## src/rtl/ni_tx_arbiter.sv

```systemverilog
// ---------------------------------------------------------------------------
// ni_tx_arbiter
//
// Shares one router link between NUM_REQ network-interface output FIFOs.
// A round-robin pointer picks the next non-empty, enabled FIFO. The FSM
// then pops one word from that FIFO, captures it into an output register,
// and holds it toward the router until the router accepts it.
//
// Ports
//   clk         : single clock, all state updates on its rising edge
//   rst_n       : asynchronous active-low reset
//   fifo_empty  : per-requester FIFO empty flag
//   fifo_rd     : per-requester FIFO read strobe (one-hot or zero)
//   fifo_data   : concatenated FIFO outputs, requester i at [i*DATA_W +: DATA_W]
//   req_mask    : per-requester enable, 0 removes a requester from arbitration
//   out_valid   : packet valid toward router
//   out_data    : packet toward router, {addr[63:32], data[31:0]}
//   out_ready   : router accepts the packet
//   grant_id    : requester whose packet is being fetched or held
//   busy        : high whenever the FSM is not idle
//   pkt_count   : packets accepted by the router, wraps at 16 bits
// ---------------------------------------------------------------------------
module ni_tx_arbiter #(
  parameter  int NUM_REQ = 4,
  parameter  int DATA_W  = 64,
  localparam int IDW     = (NUM_REQ > 1) ? $clog2(NUM_REQ) : 1
) (
  input  logic                        clk,
  input  logic                        rst_n,
  input  logic [NUM_REQ-1:0]          fifo_empty,
  output logic [NUM_REQ-1:0]          fifo_rd,
  input  logic [NUM_REQ*DATA_W-1:0]   fifo_data,
  input  logic [NUM_REQ-1:0]          req_mask,
  output logic                        out_valid,
  output logic [DATA_W-1:0]           out_data,
  input  logic                        out_ready,
  output logic [IDW-1:0]              grant_id,
  output logic                        busy,
  output logic [15:0]                 pkt_count
);

  localparam logic [1:0] ST_IDLE = 2'd0;
  localparam logic [1:0] ST_POP  = 2'd1;
  localparam logic [1:0] ST_LOAD = 2'd2;
  localparam logic [1:0] ST_SEND = 2'd3;

  logic [1:0]         state;
  logic [IDW-1:0]     rr_ptr;
  logic [NUM_REQ-1:0] eligible;
  logic               pick_valid;
  logic [IDW-1:0]     pick_idx;
  logic [DATA_W-1:0]  sel_data;

  // (base + off) modulo NUM_REQ; off never exceeds NUM_REQ-1, so a single
  // conditional subtract is enough and non-power-of-two counts still work.
  function automatic logic [IDW-1:0] wrap_idx(input logic [IDW-1:0] base,
                                               input int             off);
    int sum;
    sum = int'(base) + off;
    if (sum >= NUM_REQ) sum = sum - NUM_REQ;
    return sum[IDW-1:0];
  endfunction

  assign eligible = ~fifo_empty & req_mask;
  assign busy     = (state != ST_IDLE);

  // Walk offsets from the far end toward rr_ptr so the eligible requester
  // closest to rr_ptr (searching upward with wrap) is the one left standing.
  always_comb begin
    pick_valid = 1'b0;
    pick_idx   = '0;
    for (int k = NUM_REQ - 1; k >= 0; k--) begin
      if (eligible[wrap_idx(rr_ptr, k)]) begin
        pick_valid = 1'b1;
        pick_idx   = wrap_idx(rr_ptr, k);
      end
    end
  end

  // Read strobe is decoded from state, so an asynchronous reset (which
  // forces IDLE) drops it in the same instant.
  always_comb begin
    fifo_rd = '0;
    if (state == ST_POP) fifo_rd[grant_id] = 1'b1;
  end

  // Select the granted FIFO's output word.
  always_comb begin
    sel_data = '0;
    for (int i = 0; i < NUM_REQ; i++) begin
      if (grant_id == IDW'(i)) sel_data = fifo_data[i*DATA_W +: DATA_W];
    end
  end

  // Main FSM. Eligibility is only looked at in IDLE, so once a grant is
  // registered later changes to req_mask or fifo_empty cannot disturb it.
  always_ff @(posedge clk or negedge rst_n) begin
    if (!rst_n) begin
      state     <= ST_IDLE;
      grant_id  <= '0;
      rr_ptr    <= '0;
      out_valid <= 1'b0;
      out_data  <= '0;
      pkt_count <= '0;
    end else begin
      case (state)
        ST_IDLE: begin
          if (pick_valid) begin
            grant_id <= pick_idx;
            state    <= ST_POP;
          end
        end
        ST_POP: begin
          state <= ST_LOAD;
        end
        ST_LOAD: begin
          out_data  <= sel_data;
          out_valid <= 1'b1;
          state     <= ST_SEND;
        end
        ST_SEND: begin
          if (out_valid && out_ready) begin
            out_valid <= 1'b0;
            pkt_count <= pkt_count + 16'd1;
            rr_ptr    <= wrap_idx(grant_id, 1);
            state     <= ST_IDLE;
          end
        end
        default: begin
          state <= ST_IDLE;
        end
      endcase
    end
  end

endmodule

```

## config.mk

```make
export PLATFORM = sky130hd
export DESIGN_NAME = ni_tx_arbiter
export DESIGN_NICKNAME = d
export VERILOG_FILES = /design/src/rtl/ni_tx_arbiter.sv
export SDC_FILE = /design/constraint.sdc
export NUM_CORES = 1
export LEC_CHECK = 0
export BUFFER_PORTS_ARGS = -buffer_cell sky130_fd_sc_hd__buf_4
export CORE_AREA = 2 2 139 141
export CTS_CLUSTER_SIZE = 30
export DETAILED_ROUTE_END_ITERATION = 8
export DIE_AREA = 0 0 141 143
export MAX_ROUTING_LAYER = met4
export REMOVE_ABC_BUFFERS = 1
export SYNTH_ARGS = -nofsm -noshare
export SYNTH_HDL_FRONTEND = slang
export SYNTH_SLANG_ARGS = --single-unit
```

## constraint.sdc

```tcl
create_clock -name clk -period 5 [get_ports clk]
set_input_delay 1 -clock clk [delete_from_list [all_inputs] [get_ports clk]]
set_output_delay 1 -clock clk [all_outputs]
set_load 0.02 [all_outputs]
```

# Yosys cells after proc, flatten, opt, wreduce, memory -nomap -nowiden
# Cells that the tools add are included.
# totals
regBits,87
latchBits,0
ramBits,0
romBits,0
in_bits,267
output_inout_bits,88
wordCells,80
memories,0
# op_classes
add_sub_neg,10
multipliers,0
n_div,0
n_lt_le_gt_ge,11
n_eq_ne,8
shift,0
muxes,33
bitwise_logic,2
n_reduce_logical,10
# op_table
operator,count
$mux W64,4
$mux W2,11
$add A16 B1 Y16 const B,1
$lt A2 B3 Y1 const B,5
$ge A3 B3 Y1 const B,4
$mux W1,10
$sub A2 B1 Y2 const B,5
$bmux W1 S2,4
$eq A2 B2 Y1 const B,4
$pmux W2 S4,1
$reduce_and A2 Y1,4
$add A2 B1 Y3 const B,2
$add A2 B2 Y3 const B,2
$and A4 B4 Y4,1
$eq A2 B1 Y1 const B,2
$logic_not A2 Y1,2
$mux W4,1
$ne A2 B2 Y1 const B,2
$not A4 Y4,1
$reduce_bool A2 Y1,2
$ge A2 B3 Y1 const B,1
$demux W1 S2,1
$ge A2 B1 Y1 const B,1
$logic_and A1 B1 Y1,2
$pmux W1 S2,1

# Depth between registers and ports, before layout
# Gate-level depths: netlist (run 1).
# logic_depth
ltp_word,11
depth_mapped,8
mapped_depth_nobuf,6

# Least setup slack after synthesis (run 1)
# OpenSTA, ideal clock, no wires.
# synth_timing
kind,register -> output
start,register grant_id[0]
end,output fifo_rd[3]
t_arrival_ns,1.550
required_ns,4.000
path_slack_ns,2.450
stages_incl_launch_ff,5
path_buffers,2
path_cell_list,dfrtp_1 > ha_1 > clkbuf_1 > clkbuf_1 > and2_1
# synth_between
elab_chain_cells,5
word_cells_on_any_way,6
cone_classes,order compare (2); mux (3); reduce/logical (1)
# synth_lines
item,line,source
start: declaration,37,"output logic [IDW-1:0] grant_id,"
start signal: assignment,109,grant_id <= pick_idx;
$lt A2 B3 Y1 (not written as such) / $ge A2 B1 Y1 (equally long branches),84,if (state == ST_POP) fifo_rd[grant_id] = 1'b1;
$logic_and A1 B1 Y1 (not written as such),84,
$mux W1 (not written as such),84,
$demux W1 S2 (*),84,
$mux W4 (*),84,
end: declaration,31,"output logic [NUM_REQ-1:0] fifo_rd,"
# Mark *: on every way between the ends. The rest lies on a longest branch, timed or not.

# Worst setup path in the final report (run 1)
# layout_timing
start,register grant_id[1]
end,register out_data[29]
# layout_between
elab_chain_cells,5
word_cells_on_any_way,8
cone_classes,eq/ne (3); mux (4); reduce/logical (1)
# layout_lines
item,line,source
$logic_not A2 Y1,91,if (grant_id == IDW'(i)) sel_data = fifo_data[i*DATA_W +: DATA_W];
$mux W64 (3 in series),91,
$mux W64 (*),91,
end signal: assignment,117,out_data <= sel_data;
end: declaration,35,"output logic [DATA_W-1:0] out_data,"
# Marked as above.
# A chain may end at the register's enable or synchronous reset.

==> results by group, run 1 <==
Clocking
  – Clock-pin transition on the worst setup and hold timing paths: 0.07 ns
  – CTS Buf Count: 9
  – Setup bufs post-CTS: 0
  – Clock Latency Late Sink: 0.34 ns
  – CTS resizes: 0
  – TritonCTS clock tree: built
  – H-Tree Level Count: 3
  – Clk buf depth: 2
  – Hold-fix buffers at CTS: 0
  – # clock sinks: 87
  – Root buffer cell: clkbuf_16

Worst setup path
  – Setup crit end kind: register
  – CP Launch Type: register
  – Arrival time worst endpoint: 3.07 ns
  – Required time worst endpoint: 5.25 ns
  – Worst reg2reg path depth: 7
  – CP max FO: 38
  – Setup Crit Path Kind: register to register

Timing
  – Final setup TNS: 0 ns
  – Fmax: 355.6 MHz
  – Min Clock Period, post-route: 2.812 ns
  – Fin crit share: 56.24%
  – Fin worst setup slack: 2.188 ns
  – Slew @ Worst Pin: 0.9689 ns
  – Slew Limit Fails: 0
  – RSZ-0062 raised after global routing: no
  – Slew HR: 35.41%
  – Final setup vio count: 0
  – Clk_skew: 0.008728 ns
  – Final hold vios: 0

Power and ir drop
  – Maximum VDD drop: 0.5800 mV
  – Leakage Power: 4.395 nW
  – PwrDens: 594.9 nW/um^2

Finish
  – Ratio of cells with drive above 1 in the final layout: 47.36%
  – Area growth, synth to finish: 52.41%
  – Fill cells: 1,832
  – ANT cells: 0
  – Nets: 1,219
  – Multi-input gate area: 3124 um^2
  – Storage cell area: 2177 um^2

Synth
  – Synthesized area per cell: 9.298 um^2
  – Synth async-reset ratio: 100.0%
  – Post-synth top flop: dfrtp_1
  – Number of synthesized flops with an enable pin: 0
  – Synth warn: 0
  – Cell taking the most area after synthesis: dfrtp_1
  – Post-Syn Area: 5839 um^2
  – Synth top area share: 37.28%
  – Post-Synthesis Cells: 628
  – Seq/Total Area, Yosys: 37.28%
  – Number of synthesized register bits: 87
  – Synth unique cells: 44
  – Largest cells by area after synthesis: dfrtp_1 (37%), a221oi_2 (15%), a211o_1 (9.6%)

Drt
  – DRT iter0 DRCs: 358
  – Remaining DRCs: 0
  – Post-route antenna net violation count: 0
  – Vias: 6,019
  – DRT Pass-1 Iters: 4
  – Avg WL per Cell: 17.80 um
  – Post-DR vias/cell: 5.092
  – Total wire length: 21.04 mm

Min path
  – WHS Path Cells: 1
  – HP Class: register to register

Status
  – Status: completed

Floorplan
  – Die ar.: 20,160 um^2
  – IO Pins: 355
  – Starting Density: 31.43%
  – Row count: 50
  – CORE AREA: 18,580 um^2
  – Die Y: 143 um
  – Die W: 141 um

Global route
  – First-pass GRT wire length: 32.20 mm
  – GRT Util Overall: 20.92%
  – Antenna violations before repair: 0
  – Vias in the first global route: 5,984
  – Largest net degree at the start of global routing: 129
  – GRT overflow: 0

Placed design
  – Final HPWL DP: 15.64 mm
  – Post-placement setup slack: 2.192 ns
  – Gpl congestion: 0.9082
  – Number of port buffers: 354

Run
  – Number of max-cap violations: 0
[layout by cell type, fill, tap and decap left out, drive strengths merged, types with 7 or more instances in the layout]
cell type,synthesis,layout
a211o,64,64
dfrtp,87,87
xnor2,10,10
buf,21,360
a31oi,65,65
nor2,69,69
inv,74,74
nand4,7,7
ha,9,9
a221oi,63,63
nand2,73,73
clkbuf,35,11
[layout make-up]
class,instances,share of cell area (%)
Sequential cell,87,24.46
Timing Repair Buffer,360,30.65
Inverter,74,3.121
Clock inverter,5,0.6467
Tap cell,234,3.290
Clock buffer,11,2.727
Multi-Input combinational cell,411,35.10
[stage by stage]
step                total power [mW]  hold WS [ns]  util [%]  area (um^2)  std cells
floorplan                      3.565        0.5237         -         5524        572
global placement               4.603        0.4675     46.28         8600       1166
detailed placement             4.635        0.4663     46.28         8600       1166
CTS                            5.345        0.4784     47.90         8900       1182
global route                   5.677        0.5156     47.90         8900       1182
finish                         5.294        0.4790     47.90         8900       1182
[registers in the layout (all words and copies together) (netlist names)]
| signal | count |
|---|---|
| out_data | 64 |
| pkt_count | 16 |
| grant_id | 2 |
| rr_ptr | 2 |
| state | 2 |
| out_valid | 1 |
[final timing paths]
check | start | slack (ns) | endpoint
max | grant_id[1] | 2.19 | out_data[29]
min | pkt_count[15] | 0.48 | pkt_count[15]
max reg2reg | grant_id[1] | 2.19 | out_data[29]
min reg2reg | pkt_count[15] | 0.48 | pkt_count[15]
max in group asynchronous | rst_n | 3.28 | out_data[17]
min in group asynchronous | rst_n | 0.70 | out_data[8]
[cell usage after synthesis, drive strengths merged (2+ instances only)]
master / number
mux2: 3
a221oi: 63
a31oi: 65
nand4: 7
o21ai: 3
nand3: 4
xor2: 5
dfrtp: 87
a21oi: 5
nor2: 69
nor4: 3
nand2: 73
ha: 9
and2: 4
nor3: 3
inv: 74
clkbuf: 35
nand2b: 2
a211o: 64
xnor2: 10
buf: 21
nor2b: 5
[where the power goes]
part | leakage [nW] | switching, mW | total [mW] | internal (mW)
Sequential | 1.00 | 0.227 | 1.26 | 1.03
Combinational | 3.24 | 1.87 | 3.34 | 1.47
Clock | 0.149 | 0.291 | 0.693 | 0.402
[critical path, cell delays in order (launching register included)]
cell	delay [ns]
dfrtp_1	0.45
inv_1	0.14
ha_4	0.33
nor2b_4	0.80
buf_12	0.35
a221oi_2	0.09
a211o_1	0.30
a31oi_1	0.18
[metal layers]
metal,part of all wire [%],global-route usage [%],up-vias
li1,-,-,2912
met4,2.7,7.368,0
met2,49,34.87,233
met3,5.4,3.253,33
met5,0,-,-
met1,43,25.96,2841
[logic make-up (layout without fill, tap and decap cells)]
group           count (synthesis)  in the layout  share of synthesized area, %
buf+inv                       130            450                         10.16
fa+ha+maj                       9              9                         1.928
simple gates                  175            175                         13.31
mux                             4              4                        0.7499
xor+xnor                       15             15                         2.250
flops                          87             87                         37.28
compound gates                208            208                         34.33
Note: power is estimated with default switching activity, not from simulation.
==> run 2, diff against run 1 <==
==> constraint.sdc (replaced) <==
create_clock -name clk -period 2.4 [get_ports clk]
set_input_delay 0.48 -clock clk [delete_from_list [all_inputs] [get_ports clk]]
set_output_delay 0.48 -clock clk [all_outputs]
set_load 0.02 [all_outputs]
==> results by group, run 2 (synthesis results as in run 1) <==
Finish
  – Nets: 1,227
  – Most common cell after layout, fill and taps aside: buf_4
  – ANT cells: 0
  – Ratio of cells with drive above 1 in the final layout: 47.64%
  – Post-route cell area: 9074 um^2
  – Most frequent cells in the layout: buf_4 (358), dfrtp_1 (87), inv_1 (74)
  – Max FFs per register: 64
  – Largest reg by FF count: out_data
  – Biggest regs: out_data: 64 flops, pkt_count: 16 flops
  – Fill cells: 1,814
  – Area growth, synth to finish: 55.39%

Placed design
  – Number of port buffers: 354
  – Final HPWL DP: 15.93 mm
  – Post-Place Cell Area: 8760 um^2
  – Gpl congestion: 0.8397
  – Post-placement setup slack: 0.3481 ns

Drt
  – DRT iter0 DRCs: 301
  – Total wire length: 21.01 mm
  – Vias: 6,013
  – Avg WL per Cell: 17.67 um
  – Post-DR vias/cell: 5.057
  – DRT Pass-1 Iters: 5
  – Post-route antenna net violation count: 0
  – Remaining DRCs: 0

Worst setup path
  – Crit path max-delay cell type: dfrtp_1
  – Arrival time worst endpoint: 1.74 ns
  – CP Launch Type: register
  – Cell family with most CP delay: buffers and inverters
  – Critical path cell sequence: inv_1 > ha_4 > buf_12 > and2_1 > buf_4
  – CP max FO: 41
  – Required time worst endpoint: 1.92 ns
  – Setup crit end kind: primary output
  – Critical path buffers and inverters: 3
  – Setup Crit Path Kind: register to primary output
  – CP peak stage delay: 0.46 ns

Timing
  – Min Clock Period, post-route: 2.223 ns
  – Slew @ Worst Pin: 0.4322 ns
  – Final hold vios: 0
  – Fin crit share: 92.63%
  – Slew HR: 70.87%
  – Clk_skew: 0.006939 ns
  – Final setup vio count: 0
  – WHS: 0.04068 ns
  – RSZ-0062 raised after global routing: no
  – Fin worst setup slack: 0.1769 ns
  – Fmax: 449.8 MHz
  – Slew Limit Fails: 0

Global route
  – GR Util met1: 25.57%
  – Global-route met3 utilization: 3.018%
  – Vias in the first global route: 5,696
  – Largest net degree at the start of global routing: 79
  – Met2 usage: 34.76%
  – GRT overflow: 0
  – Antenna violations before repair: 0
  – GRT Util Overall: 20.41%
  – First-pass GRT wire length: 31.39 mm
  – Gr busiest metal: met2

Power and ir drop
  – PwrDens: 1249 nW/um^2
  – Maximum VDD drop: 0.6977 mV
  – Leakage Power: 4.464 nW

Floorplan
  – IO Pins: 355
  – Row count: 50
  – Die W: 141 um
  – Die ar.: 20,160 um^2
  – CORE AREA: 18,580 um^2
  – Die Y: 143 um
  – Starting Density: 31.43%

Run
  – Number of max-cap violations: 0

Min path
  – HP Class: primary input to async pin

Clocking
  – Clock-pin transition on the worst setup and hold timing paths: 0.06 ns
  – Clk buf depth: 2
  – Hold-fix buffers at CTS: 0
  – TritonCTS clock tree: built
  – CTS resizes: 0
  – CTS Buf Count: 9
  – H-Tree Level Count: 3
  – # clock sinks: 87
  – Setup bufs post-CTS: 0
  – Clock Latency Late Sink: 0.34 ns
  – Root buffer cell: clkbuf_16

Status
  – Status: completed
-- run 2: metal layers --
metal | vias up | share of wire, %
met1 | 2829 | 42
met5 | - | 0
met3 | 17 | 6.3
met2 | 239 | 50
li1 | 2928 | -
met4 | 0 | 1.4
-- run 2: area by class of cell --
type | count | area [um^2] | share of cell area (%)
Timing Repair Buffer | 368 | 2888 | 31.83
Inverter | 74 | 277.8 | 3.061
Tap cell | 234 | 292.8 | 3.227
Multi-Input combinational cell | 411 | 3124 | 34.43
Clock buffer | 12 | 246.5 | 2.716
Sequential cell | 87 | 2177 | 23.99
Clock inverter | 3 | 67.56 | 0.7446
-- run 2: path summary, 6_finish.rpt --
check                              start       endpoint  slack, ns  depth (start not counted)
max in group asynchronous          rst_n   out_data[28]       1.78                          2
setup / recovery             grant_id[1]     fifo_rd[1]       0.18                          5
setup reg to reg             grant_id[0]   out_data[61]       0.31                          7
hold reg to reg            pkt_count[15]  pkt_count[15]       0.49                          1
hold / removal                     rst_n   out_data[32]       0.04                          1
min in group clk               out_ready      out_valid       0.37                          2
-- run 2: power by group --
group          switching (mW)  leakage, nW  total (mW)  internal [mW]
clock network           0.596        0.149        1.53          0.937
logic                    3.92         3.31        7.17           3.25
registers               0.488         1.00        2.63           2.14
-- run 2: metrics by stage --
step / setup TNS [ns] / total power [mW] / utilization, % / instances
floorplan: -182.38 / 6.946 / - / 572
global placement: 0 / 9.834 / 47.14 / 1174
detailed placement: 0 / 9.890 / 47.14 / 1174
CTS: 0 / 11.47 / 48.84 / 1189
global route: 0 / 12.11 / 48.84 / 1189
finish: 0 / 11.33 / 48.84 / 1189
